[config.mk]
export PLATFORM = sky130hd
export DESIGN_NAME = regfile_arbiter
export DESIGN_NICKNAME = d
export VERILOG_FILES = /design/src/rtl/regfile_arb_pkg.sv /design/src/rtl/regfile_we.sv /design/src/rtl/regfile_arbiter.sv
export SDC_FILE = /design/constraint.sdc
export NUM_CORES = 1
export LEC_CHECK = 0
export CAP_MARGIN = 20
export CELL_PAD_IN_SITES_DETAIL_PLACEMENT = 0
export CELL_PAD_IN_SITES_GLOBAL_PLACEMENT = 1
export CORE_MARGIN = 1
export CORE_UTILIZATION = 38
export DETAILED_ROUTE_END_ITERATION = 10
export HOLD_SLACK_MARGIN = 0.08
export PLACE_DENSITY_LB_ADDON = 0.1
export SETUP_SLACK_MARGIN = 0.4
export SLEW_MARGIN = 20
export SYNTH_ARGS = -nofsm -noshare
export SYNTH_HDL_FRONTEND = slang
export SYNTH_SLANG_ARGS = --single-unit
[constraint.sdc]
create_clock -name clk -period 7.6 [get_ports clk]
set_input_delay 2.28 -clock clk [delete_from_list [all_inputs] [get_ports clk]]
set_output_delay 2.28 -clock clk [all_outputs]
set_load 0.02 [all_outputs]
[src/rtl/regfile_arb_pkg.sv]
// Shared constants, command encoding and round-robin pick helper for the
// register-file arbiter and its storage.
package regfile_arb_pkg;

    localparam int RF_DW    = 8;
    localparam int RF_DEPTH = 4;
    localparam int RF_AW    = 2;

    // The pick helper works on a fixed-width vector wide enough for the
    // largest supported requester count; unused upper bits are tied low.
    localparam int MAX_REQ = 8;
    localparam int PICK_W  = 3;

    typedef enum logic {
        CMD_READ  = 1'b0,
        CMD_WRITE = 1'b1
    } cmd_e;

    typedef struct packed {
        logic              found;
        logic [PICK_W-1:0] idx;
    } pick_t;

    // First set bit of eligible at or after ptr, wrapping modulo num.
    function automatic pick_t rr_pick(
        input logic [MAX_REQ-1:0] eligible,
        input logic [PICK_W-1:0]  ptr,
        input int                 num
    );
        pick_t             res;
        logic [PICK_W-1:0] cand;
        int                sum;
        res  = '0;
        cand = '0;
        sum  = 0;
        for (int k = 0; k < MAX_REQ; k++) begin
            sum  = (int'(ptr) + k) % num;
            cand = PICK_W'(sum);
            if ((k < num) && !res.found && eligible[cand]) begin
                res.found = 1'b1;
                res.idx   = cand;
            end
        end
        return res;
    endfunction

endpackage

[src/rtl/regfile_we.sv]
// DEPTH x DW register storage with a synchronous write-enabled port and a
// combinational read port; out-of-range reads return zero.
module regfile_we
    import regfile_arb_pkg::*;
#(
    parameter int DW    = RF_DW,
    parameter int DEPTH = RF_DEPTH,
    parameter int AW    = RF_AW
) (
    input  logic          clk,
    input  logic          reset,
    input  logic          we,
    input  logic [AW-1:0] waddr,
    input  logic [DW-1:0] wdata,
    input  logic [AW-1:0] raddr,
    output logic [DW-1:0] rdata
);

    logic [DW-1:0] mem_reg [DEPTH];

    genvar gi;
    generate
        for (gi = 0; gi < DEPTH; gi++) begin : g_word
            always_ff @(posedge clk) begin
                if (reset) begin
                    mem_reg[gi] <= '0;
                end else if (we && (waddr == AW'(gi))) begin
                    mem_reg[gi] <= wdata;
                end
            end
        end
    endgenerate

    always_comb begin
        rdata = '0;
        if (int'(raddr) < DEPTH) begin
            rdata = mem_reg[raddr];
        end
    end

endmodule

[src/rtl/regfile_arbiter.sv]
// Round-robin arbiter sharing one register file between NUM_REQ requesters,
// with a single tagged, backpressured read-response channel.
module regfile_arbiter
    import regfile_arb_pkg::*;
#(
    parameter int NUM_REQ = 4,
    parameter int DW      = RF_DW,
    parameter int DEPTH   = RF_DEPTH,
    parameter int AW      = RF_AW,
    parameter int IDW     = 2
) (
    input  logic                  clk,
    input  logic                  reset,
    input  logic [NUM_REQ-1:0]    req_valid,
    input  logic [NUM_REQ-1:0]    req_write,
    input  logic [NUM_REQ*AW-1:0] req_addr,
    input  logic [NUM_REQ*DW-1:0] req_wdata,
    output logic [NUM_REQ-1:0]    req_ready,
    output logic                  rsp_valid,
    output logic [IDW-1:0]        rsp_id,
    output logic [DW-1:0]         rsp_rdata,
    input  logic                  rsp_ready
);

    logic [IDW-1:0]     rr_ptr_reg;
    logic [IDW-1:0]     rr_ptr_next;
    logic               rsp_valid_reg;
    logic [IDW-1:0]     rsp_id_reg;
    logic [DW-1:0]      rsp_rdata_reg;

    logic [AW-1:0]      addr_arr  [NUM_REQ];
    logic [DW-1:0]      wdata_arr [NUM_REQ];
    logic [NUM_REQ-1:0] eligible;
    logic [MAX_REQ-1:0] elig_wide;
    logic               rsp_hold;
    pick_t              pick;
    logic               gnt_found;
    logic [IDW-1:0]     gnt_idx;
    cmd_e               sel_cmd;
    logic [AW-1:0]      sel_addr;
    logic [DW-1:0]      sel_wdata;
    logic               addr_ok;
    logic               wr_en;
    logic               rd_xfer;
    logic [DW-1:0]      rd_data;

    // A stalled response blocks further reads; writes never touch the
    // response register so they keep flowing.
    assign rsp_hold = rsp_valid_reg & ~rsp_ready;

    genvar gi;
    generate
        for (gi = 0; gi < NUM_REQ; gi++) begin : g_req
            assign addr_arr[gi]  = req_addr[gi*AW +: AW];
            assign wdata_arr[gi] = req_wdata[gi*DW +: DW];
            assign eligible[gi]  = req_valid[gi] & (req_write[gi] | ~rsp_hold);
            assign req_ready[gi] = gnt_found & (pick.idx == PICK_W'(gi));
        end
    endgenerate

    always_comb begin
        elig_wide                = '0;
        elig_wide[NUM_REQ-1:0]   = eligible;
    end

    assign pick      = rr_pick(elig_wide, PICK_W'(rr_ptr_reg), NUM_REQ);
    assign gnt_found = pick.found & ~reset;
    assign gnt_idx   = IDW'(pick.idx);

    assign sel_cmd   = cmd_e'(req_write[gnt_idx]);
    assign sel_addr  = addr_arr[gnt_idx];
    assign sel_wdata = wdata_arr[gnt_idx];
    assign addr_ok   = (int'(sel_addr) < DEPTH);

    // Out-of-range writes still handshake but leave storage untouched.
    assign wr_en   = gnt_found & (sel_cmd == CMD_WRITE) & addr_ok;
    assign rd_xfer = gnt_found & (sel_cmd == CMD_READ);

    regfile_we #(
        .DW    (DW),
        .DEPTH (DEPTH),
        .AW    (AW)
    ) u_storage (
        .clk   (clk),
        .reset (reset),
        .we    (wr_en),
        .waddr (sel_addr),
        .wdata (sel_wdata),
        .raddr (sel_addr),
        .rdata (rd_data)
    );

    always_comb begin
        rr_ptr_next = rr_ptr_reg;
        if (gnt_found) begin
            if (int'(gnt_idx) == NUM_REQ - 1) begin
                rr_ptr_next = '0;
            end else begin
                rr_ptr_next = gnt_idx + IDW'(1);
            end
        end
    end

    always_ff @(posedge clk) begin
        if (reset) begin
            rr_ptr_reg <= '0;
        end else begin
            rr_ptr_reg <= rr_ptr_next;
        end
    end

    // A new read overwrites the slot even when the old response is being
    // accepted this cycle, giving one read per cycle with no bubble.
    always_ff @(posedge clk) begin
        if (reset) begin
            rsp_valid_reg <= 1'b0;
            rsp_id_reg    <= '0;
            rsp_rdata_reg <= '0;
        end else if (rd_xfer) begin
            rsp_valid_reg <= 1'b1;
            rsp_id_reg    <= gnt_idx;
            rsp_rdata_reg <= rd_data;
        end else if (rsp_ready) begin
            rsp_valid_reg <= 1'b0;
        end
    end

    assign rsp_valid = rsp_valid_reg;
    assign rsp_id    = rsp_id_reg;
    assign rsp_rdata = rsp_rdata_reg;

endmodule

After elaboration in Yosys (flattened, before gate mapping) --
Memories as Yosys holds them, arrays and structs flattened. A register that Yosys moved wholly into a read port is not among the register bits. Index checks and enable logic that the tools add are counted.
Word-level totals: bits in registers 5, bits in writable memories 32, logic and storage cells 106, memories kept 1
Operators by class: add/subtract/negate cells 4, magnitude comparators 6, eq/ne operators 7, multiplexer cells 41, bitwise gates (word level) 28, reductions and logical operators 16
Memory list:
- u_storage.mem_reg | words 4, width 8, rd ports 1, clocked after Yosys merged registers in 1, wr ports 4, RTL line regfile_we.sv:19 | logic [DW-1:0] mem_reg [DEPTH];
Operators by type and width (count):
- 8-bit 2-to-1 mux | 6
- 1-bit 2-to-1 mux | 21
- 8-bit binary-select mux with 2-bit select | 1
- 4-bit 2-to-1 mux | 4
- 1-bit bitwise AND | 12
- 3-bit by 4-bit < comparator with 1-bit output, second input constant | 3
- 1-bit binary-select mux with 3-bit select | 3
- 1-bit OR | 8
- 1-bit logical AND | 7
- 3-bit by 2-bit equality test with 1-bit output, second input constant | 2
- 2-bit 2-to-1 mux | 3
- 2-bit OR reduction | 3
- 2-bit by 1-bit adder with 2-bit output, second input constant | 2
- 2-bit adder, second input constant | 2
- 1-bit binary-select mux with 2-bit select | 2
- 2-bit binary-select mux with 2-bit select | 1
- 2-bit by 1-bit equality test with 1-bit output, second input constant | 2
- 2-bit equality test, second input constant | 2
- 2-bit by 4-bit < comparator with 1-bit output, second input constant | 1
- 1-bit NOT | 4
- 1-bit bitwise AND, first input constant | 3
- 3-bit by 1-bit equality test with 1-bit output, second input constant | 1
- 3-bit greater-or-equal comparator, second input constant | 1
- 1-bit logical NOT | 3
- 5 further kinds | 5

Longest topological paths before layout --
Gate-level depths: netlist of the first run.
depth in word-level cells 27, mapped depth 11, gate-level depth less buffers 8

By module --
A second synthesis of the first run with hierarchy kept.
Second synthesis, totals: cells, all modules 239, area, all modules 2627.5 µm²
By module, submodules not included:
- regfile_we | times used 1, cells each 96, area an instance 1417.6 µm², seq. area each 960.9 µm²
- regfile_arbiter | times used 1, cells each 143, area an instance 1209.9 µm², seq. area each 260.2 µm²

Worst setup path before layout of the first run --
No wires, ideal clock.
path type input to output, from input rsp_ready, to output req_ready[0], arrival 4.274 ns, path slack 1.046 ns, cell stages on the path 10, buffers on the path 4, path through or3b_1 > a41oi_1 > and2_1 > buf_2 > buf_2 > buf_2 > buf_2 > inv_1 > ha_1 > and2_1
RTL lines:
- from (decl) | RTL line regfile_arbiter.sv:22 | input logic rsp_ready
- to (decl) | RTL line regfile_arbiter.sv:18 | output logic [NUM_REQ-1:0] req_ready,

Worst setup path after layout of the first run --
from input rsp_ready, to output req_ready[0]
On the way: word-level cells in the longest chain between the ends 19, elaborated cells between the ends (all ways) 32, classes of those cells mux: 12; bitwise: 13; reduce/logical: 7
Ends and longest elaborated chain:
- 1-bit NOT (*) | RTL line regfile_arbiter.sv:49 | assign rsp_hold = rsp_valid_reg & ~rsp_ready;
- 1-bit bitwise AND (*) | RTL line regfile_arbiter.sv:49
- 1-bit NOT (*) | RTL line regfile_arbiter.sv:56 | assign eligible[gi] = req_valid[gi] & (req_write[gi] | ~rsp_hold);
- 1-bit OR | RTL line regfile_arbiter.sv:56
- 1-bit bitwise AND | RTL line regfile_arbiter.sv:56
- 1-bit binary-select mux with 2-bit select | RTL line regfile_arb_pkg.sv:39 | if ((k < num) && !res.found && eligible[cand]) begin
- 1-bit 2-to-1 mux (implied by the code) | RTL line regfile_arb_pkg.sv:39
- 4-bit 2-to-1 mux | RTL line regfile_arb_pkg.sv:39
- (+3 left out)
- 1-bit logical NOT | RTL line regfile_arb_pkg.sv:39
- 1-bit logical AND | RTL line regfile_arb_pkg.sv:39
- 4-bit 2-to-1 mux | RTL line regfile_arb_pkg.sv:39
- 1-bit logical NOT | RTL line regfile_arb_pkg.sv:39
- 1-bit logical AND | RTL line regfile_arb_pkg.sv:39
- 4-bit 2-to-1 mux (*) | RTL line regfile_arb_pkg.sv:39
- 3-bit logical NOT / 1-bit bitwise AND (equally long branches) | RTL line regfile_arbiter.sv:57, regfile_arbiter.sv:67
- 1-bit bitwise AND (*) | RTL line regfile_arbiter.sv:57 | assign req_ready[gi] = gnt_found & (pick.idx == PICK_W'(gi));
Every way passes the cells marked *; elsewhere a longest branch is shown, timed or not. The select of a mux whose other input is x is not followed.

==> flow_summary_export.csv, run 1 <==
group,metric,value,unit
outcome,outcome,"complete, no violations",
logic_synthesis,synth.net_count,324,
die,initial_core_util,0.393,
placed_design,numPortBuffers,65,
finish,final_design_area_no_fill,0.00356,mm²
cts,cts-buffers-inserted,5,
die,fp.coreArea,0.00679,mm²
timing,finalClockSkew,0.00342,ns
cts,cts.reportedPaths.clkPinSlew,0.09,ns
setup_path,arrival,4.81,ns
logic_synthesis,synth-edff-count,32,
logic_synthesis,most_area_consuming_cells_after_synthesis,"sky130_fd_sc_hd__edfxtp_1 36%, sky130_fd_sc_hd__dfxtp_1 9.8%, sky130_fd_sc_hd__a211oi_1 9.3%, sky130_fd_sc_hd__mux2i_1 5.6%, sky130_fd_sc_hd__nor2_1 4.9%",
finish,layoutNonFillerInstCount,429,
cts,post_cts.repair.setup_buffers,0,
setup_path,worstSetupStartpointType,"input pin",
detailed_routing,route.final.wire_length,6730,µm
timing,final_hold_slack,0.474,ns
placed_design,detailedPlacementHpwl,5000,µm
placed_design,final_weighted_congestion_of_routability_driven_global_placement,0.828,
logic_synthesis,synth_simple_gate_area_frac,0.153,
global_route,initial_antenna_violation_count,0,
logic_synthesis,synth-compound-area-share,0.200,
timing,rsz_0062_raised_after_global_routing,"false",
finish,post_route_cells_drive_above_1_share,0.108,
global_route,overall_fraction_of_global_route_tracks_in_use,0.191,
power_and_ir_drop,power.ir.vdd_worst,0.0000931,V
logic_synthesis,synth_fa_ha_area_frac,0.0188,
logic_synthesis,synthArstFlopShare,0,
power_and_ir_drop,p_total,0.938,mW
cts,htree_depth,2,
setup_path,timing.critical_path.slowest_cell_delay,0.60,ns
cts,tritoncts_clock_tree,"built",
logic_synthesis,synth.avg_cell_area,9.92,µm²
placed_design,placed_cells,421,
setup_path,endpoint_kind,"primary output",
detailed_routing,total_via_count_in_the_routed_design,2169,
logic_synthesis,synth_top_family_by_area,"compound AO/OA/AOI/OAI gates",
timing,final-setup-viol-count,0,
timing,max_transition_viols_final,0,
logic_synthesis,post_synth_instance_area,0.00267,mm²
placed_design,area_post_placement,0.00341,mm²
cts,clockBufferDepth,2,
power_and_ir_drop,power.density,263,mW/mm²
logic_synthesis,synth_seq_area_share,0.458,
hold_path,min-delay-path-class,"flip-flop to flip-flop",
logic_synthesis,muxShareOfSynthArea,0.105,
detailed_routing,routed_via_density,5.06,
logic_synthesis,synth.distinct_cells,41,
detailed_routing,total_iterations_of_the_first_detailed_routing_run,4,
setup_path,timing_worst_setup_path_type,"input pin to primary output",
cts,clkSinkCount,45,
setup_path,worstPathCellList,"clkdlybuf4s50_1 > or3b_4 > a211oi_1 > a21oi_1 > and2_1 > inv_1 > ha_1 > and2_1 > clkdlybuf4s50_1",
timing,tightest_slew,0.779,ns
finish,commonest_non_fill_non_tap_cells_in_the_layout,"64 x sky130_fd_sc_hd__clkdlybuf4s50_1, 35 x sky130_fd_sc_hd__nor2_1, 33 x sky130_fd_sc_hd__a211oi_1",
global_route,first_pass_grt_wire_length,10800,µm
setup_path,critical_path_required,5.32,ns
timing,post-route-min-period,7.09,ns
timing,timing.fmax,141,MHz
logic_synthesis,synthDominantAreaCellType,"sky130_fd_sc_hd__edfxtp_1",
finish,finish.net_count,387,
finish,layout_commonest_cell,"sky130_fd_sc_hd__clkdlybuf4s50_1",
logic_synthesis,synthFlopType,"sky130_fd_sc_hd__edfxtp_1",
die,floorplan.die.width,85.8,µm
timing,setup_tns,0,ns
detailed_routing,drc_errors,0,
detailed_routing,wl_per_cell,15.7,µm
logic_synthesis,post_synth_xor_area_fraction,0,
setup_path,critical_path_peak_fanout,6,
setup_path,crit_path_top_delay_cell,"sky130_fd_sc_hd__clkdlybuf4s50_1",
die,design.die.area,0.00736,mm²
finish,largest_reg_flops,32,
finish,number_of_fillers_in_the_final_layout,633,
global_route,grt_max_degree,24,
cts,clock_tree.root_cell,"sky130_fd_sc_hd__clkbuf_8",
timing,finalCritPeriodShare,0.934,
job,timing.max_cap.violations,0,
finish,area.growth.synth_to_final,33.6,%
power_and_ir_drop,p_leak,1.33,nW
detailed_routing,postRouteAntennaNets,0,
timing,finalHoldViolCount,0,
global_route,gr-total-overflow,0,
logic_synthesis,synth.yosys.warnings,0,
logic_synthesis,netlist_instances,269,
die,core.rowCount,30,
timing,relSlewSlack,0.478,
die,design.portCount,66,
finish,antenna-diode-count,0,
logic_synthesis,number_of_storage_elements_in_the_synthesis_netlist,45,
cts,clock_insertion_delay_worst_skew,0.30,ns
logic_synthesis,post-synth-top-area-fraction,0.360,
detailed_routing,drt_first_iter_violations,109,
global_route,first_global_vias,2095,
die,floorplan.die.height,85.8,µm
## cell families (layout without fill, tap and decap cells)
logic type,after synthesis,count (layout)
buffers and inverters,40,104
adder cells (fa/ha/maj),4,4
AND/OR/NAND/NOR,78,78
AO/OA/AOI/OAI,76,76
multiplexers,26,26
flip-flops,45,45
## Yosys cell counts (4+ instances only)
cell and number:
sky130_fd_sc_hd__a211oi_1 33, sky130_fd_sc_hd__o31ai_1 8, sky130_fd_sc_hd__a21oi_1 4, sky130_fd_sc_hd__inv_1 21
sky130_fd_sc_hd__dfxtp_1 13, sky130_fd_sc_hd__nor2b_1 8, sky130_fd_sc_hd__mux2i_1 15, sky130_fd_sc_hd__mux2_2 9
sky130_fd_sc_hd__clkbuf_1 8, sky130_fd_sc_hd__buf_2 7, sky130_fd_sc_hd__nand2_1 11, sky130_fd_sc_hd__edfxtp_1 32
sky130_fd_sc_hd__nor2_1 35, sky130_fd_sc_hd__and2_1 5, sky130_fd_sc_hd__nand2b_1 7, sky130_fd_sc_hd__ha_1 4
sky130_fd_sc_hd__o21ai_0 20
## what timing repair did
action,CTS,global route
hold buffers,0,0
gates resized for setup,0,3
endpoints found under the setup margin,0,2
## worst paths after layout
check | startpoint | endpoint | slack, ns | cells after the start
hold reg to reg | rsp_id[1] | rsp_id[1] | 0.47 | 2
setup reg to reg | rsp_valid | u_storage.mem_reg[1][6] | 3.88 | 7
setup / recovery | rsp_ready | req_ready[0] | 0.51 | 9
hold / removal | rsp_id[1] | rsp_id[1] | 0.47 | 2
## where the power goes
part,switching (mW),internal [mW]
Clock,0.0884,0.132
Combinational,0.226,0.163
Sequential,0.0178,0.311
## metrics by stage
step | setup WS (ns) | utilization
after floorplan | 1.05 | -
after CTS | 0.426 | 0.523
after detailed placement | 0.441 | 0.503
after global routing | 0.408 | 0.524
final | 0.505 | 0.524
after global placement | 0.505 | 0.503
## area by class of cell
cell class / count / area, µm² / share of cell area
clock buffers: 5 / 68.8 / 0.0193
clock inverters: 3 / 68.8 / 0.0193
inverters: 22 / 87.6 / 0.0246
multi-input cells: 184 / 1280 / 0.358
flip-flops and latches: 45 / 1220 / 0.343
well taps: 96 / 120 / 0.0337
repair buffers: 74 / 721 / 0.202
## routing by layer
metal  vias up  wire (µm)  share of wire  global-route usage
met1      1016       3150           0.47               0.241
met2        45       3310           0.49               0.342
met3         6        206          0.031              0.0327
met4         0         63         0.0094              0.0455
met5         -          0              0                   0
li1       1102          -              -                   -
## critical path, delay by kind of cell
family / cells / cell delay (ns)
buffers and inverters: 3 / 1.23
and+or+nand+nor: 3 / 0.82
AOI/OAI and AO/OA: 2 / 0.35
adders and majority gates: 1 / 0.13
Power figures use the tool's default switching activity.
==> run 2, diff against run 1 <==
--- a/config.mk
+++ b/config.mk
@@ -11,7 +11,6 @@
 export CORE_MARGIN = 1
 export CORE_UTILIZATION = 38
 export DETAILED_ROUTE_END_ITERATION = 10
-export HOLD_SLACK_MARGIN = 0.08
 export PLACE_DENSITY_LB_ADDON = 0.1
 export SETUP_SLACK_MARGIN = 0.4
 export SLEW_MARGIN = 20
==> results of run 2 <==
No change in the layout: final DEF, timing and power equal those of run 1.
==> run 3, diff against run 2 <==
==> constraint.sdc (replaced) <==
create_clock -name clk -period 7.19 [get_ports clk]
set_input_delay 2.157 -clock clk [delete_from_list [all_inputs] [get_ports clk]]
set_output_delay 2.157 -clock clk [all_outputs]
set_load 0.02 [all_outputs]
==> run 3 against run 2 <==
Die area stayed put. Sequential power is 5% higher. Wire length is 0.83% lower. Combinational power is 6.2% higher. Clock skew is 0.0014 ns higher. Global-route usage is 0.59 points higher. Non-clock buffer count is 4 higher. Setup slack better by 0.086 ns. Largest cell class unchanged.
==> flow_summary_export.csv, run 3 (synthesis gave the netlist of run 1 again) <==
group,metric,value,unit
power_and_ir_drop,power.internal,0.605,mW
timing,rsz_0062_raised_after_global_routing,"false",
power_and_ir_drop,p_leak,1.36,nW
timing,max_transition_viols_final,0,
power_and_ir_drop,power.density,266,mW/mm²
placed_design,final_weighted_congestion_of_routability_driven_global_placement,0.794,
cts,cts.reportedPaths.clkPinSlew,0.08,ns
setup_path,endpoint_kind,"primary output",
timing,final_hold_slack,0.475,ns
detailed_routing,drc_errors,0,
die,design.die.area,0.00736,mm²
detailed_routing,postRouteAntennaNets,0,
finish,sequential_cell_area,0.00122,mm²
global_route,first_global_vias,2239,
die,core.rowCount,30,
setup_path,critical_path_peak_fanout,6,
finish,antenna-diode-count,0,
timing,finalClockSkew,0.00481,ns
cts,cts-buffers-inserted,5,
power_and_ir_drop,power.switching_fraction,0.360,
global_route,overall_fraction_of_global_route_tracks_in_use,0.197,
timing,setup_tns,0,ns
timing,tightest_slew,0.749,ns
global_route,gr-total-overflow,0,
die,design.portCount,66,
detailed_routing,route.final.wire_length,6670,µm
global_route,grt_util_met3,0.0327,
detailed_routing,wl_per_cell,15.4,µm
cts,htree_depth,2,
timing,final_critical_path_setup_slack,0.592,ns
timing,relSlewSlack,0.498,
finish,multi_input_comb_area,0.00127,mm²
die,initial_core_util,0.393,
global_route,initial_antenna_violation_count,0,
power_and_ir_drop,switchingPower,0.340,mW
die,floorplan.die.width,85.8,µm
placed_design,numPortBuffers,65,
finish,commonest_non_fill_non_tap_cells_in_the_layout,"61 x sky130_fd_sc_hd__clkdlybuf4s50_1, 35 x sky130_fd_sc_hd__nor2_1, 33 x sky130_fd_sc_hd__a211oi_1",
global_route,most_utilized_layer_in_the_global_route_result,"met2",
finish,layout_commonest_cell,"sky130_fd_sc_hd__clkdlybuf4s50_1",
timing,final-setup-viol-count,0,
detailed_routing,total_iterations_of_the_first_detailed_routing_run,4,
setup_path,worstPathCellList,"clkdlybuf4s50_1 > or3b_1 > a41oi_1 > and2_1 > inv_1 > ha_1 > and2_1 > dlygate4sd2_1",
placed_design,detailedPlacementHpwl,5000,µm
detailed_routing,drt_first_iter_violations,82,
setup_path,critical_path_required,5.03,ns
cts,clock_tree.root_cell,"sky130_fd_sc_hd__clkbuf_8",
cts,clkSinkCount,45,
cts,clock_insertion_delay_worst_skew,0.29,ns
global_route,global_route.usage.met1,0.257,
global_route,grt_max_degree,24,
cts,clockBufferDepth,2,
die,floorplan.die.height,85.8,µm
timing,post-route-min-period,6.60,ns
setup_path,crit_path_top_delay_cell,"sky130_fd_sc_hd__clkdlybuf4s50_1",
finish,number_of_fillers_in_the_final_layout,662,
detailed_routing,total_via_count_in_the_routed_design,2210,
power_and_ir_drop,power.ir.vdd_worst,0.000118,V
hold_path,min-delay-path-class,"flip-flop to flip-flop",
setup_path,worstSetupStartpointType,"input pin",
power_and_ir_drop,sequentialPowerShare,0.367,
cts,post_cts.repair.setup_buffers,0,
job,timing.max_cap.violations,0,
setup_path,arrival,4.44,ns
setup_path,crit_buf_inv,3,
power_and_ir_drop,combinationalPowerShare,0.437,
power_and_ir_drop,p_clk_frac,0.196,
setup_path,timing.critical_path.slowest_cell_delay,0.51,ns
timing,timing.fmax,152,MHz
setup_path,timing_worst_setup_path_type,"input pin to primary output",
finish,finish.net_count,391,
finish,layout.core_utilization,0.523,
timing,finalCritPeriodShare,0.918,
die,fp.coreArea,0.00679,mm²
outcome,outcome,"complete, no violations",
detailed_routing,routed_via_density,5.10,
finish,largest_reg_flops,32,
finish,post_route_cells_drive_above_1_share,0.113,
setup_path,cell_repeated_most_along_the_worst_path,"sky130_fd_sc_hd__and2_1",
setup_path,dominant_delay_contributor_by_cell_family_on_the_critical_path,"buffers and inverters",
finish,area.growth.synth_to_final,33.2,%
global_route,gr_met2_demand_resource,0.347,
placed_design,detailedPlace.worstSlack,0.363,ns
global_route,first_pass_grt_wire_length,11300,µm
cts,tritoncts_clock_tree,"built",
timing,finalHoldViolCount,0,
## run 3: final timing paths
kind	depth (start not counted)	start	slack, ns	end
setup reg to reg	10	rsp_valid	3.57	u_storage.mem_reg[1][4]
setup / recovery	8	rsp_ready	0.59	req_ready[0]
hold reg to reg	2	rsp_id[1]	0.47	rsp_id[1]
hold / removal	2	rsp_id[1]	0.47	rsp_id[1]
## run 3: repair_timing
item,CTS,global route
hold endpoints to repair,0,0
hold buffers,0,0
pin swaps,0,0
endpoints found under the setup margin,2,2
resized for setup,2,2
gates cloned,0,0
## run 3: tightest hold or removal path: cells and delay by family, from the launching register on
kind	cells	cell delay (ns)
AOI/OAI and AO/OA	2	0.12
DFF	1	0.31
## run 3: layer usage
metal	routed length, µm	share of wire
met4	21	0.0031
met1	3100	0.47
met2	3350	0.50
met5	0	0
met3	198	0.030
## run 3: layout make-up
type                       instances  share of cell area
tap                               96              0.0338
clock buffer                       6              0.0204
clock inverter                     2             0.00951
timing repair buffer              78               0.211
multi-input combinational        184               0.357
inverter                          22              0.0239
sequential                        45               0.344
## run 3: metrics by stage
step           cell area (µm²)  power (mW)  cells
2_1_floorplan             2670       0.619    269
3_3_place_gp              3440       0.771    425
3_5_place_dp              3440       0.772    425
4_1_cts                   3550       0.956    433
5_1_grt                   3550        1.01    433
6_report                  3550       0.945    433
## run 3: power by group through the flow
stage | sequential, mW | clock [mW] | combinational (mW)
2_1_floorplan | 0.371 | 0 | 0.248
3_3_place_gp | 0.351 | 0 | 0.420
3_5_place_dp | 0.353 | 0 | 0.418
4_1_cts | 0.347 | 0.190 | 0.418
5_1_grt | 0.353 | 0.201 | 0.455
6_report | 0.347 | 0.186 | 0.413
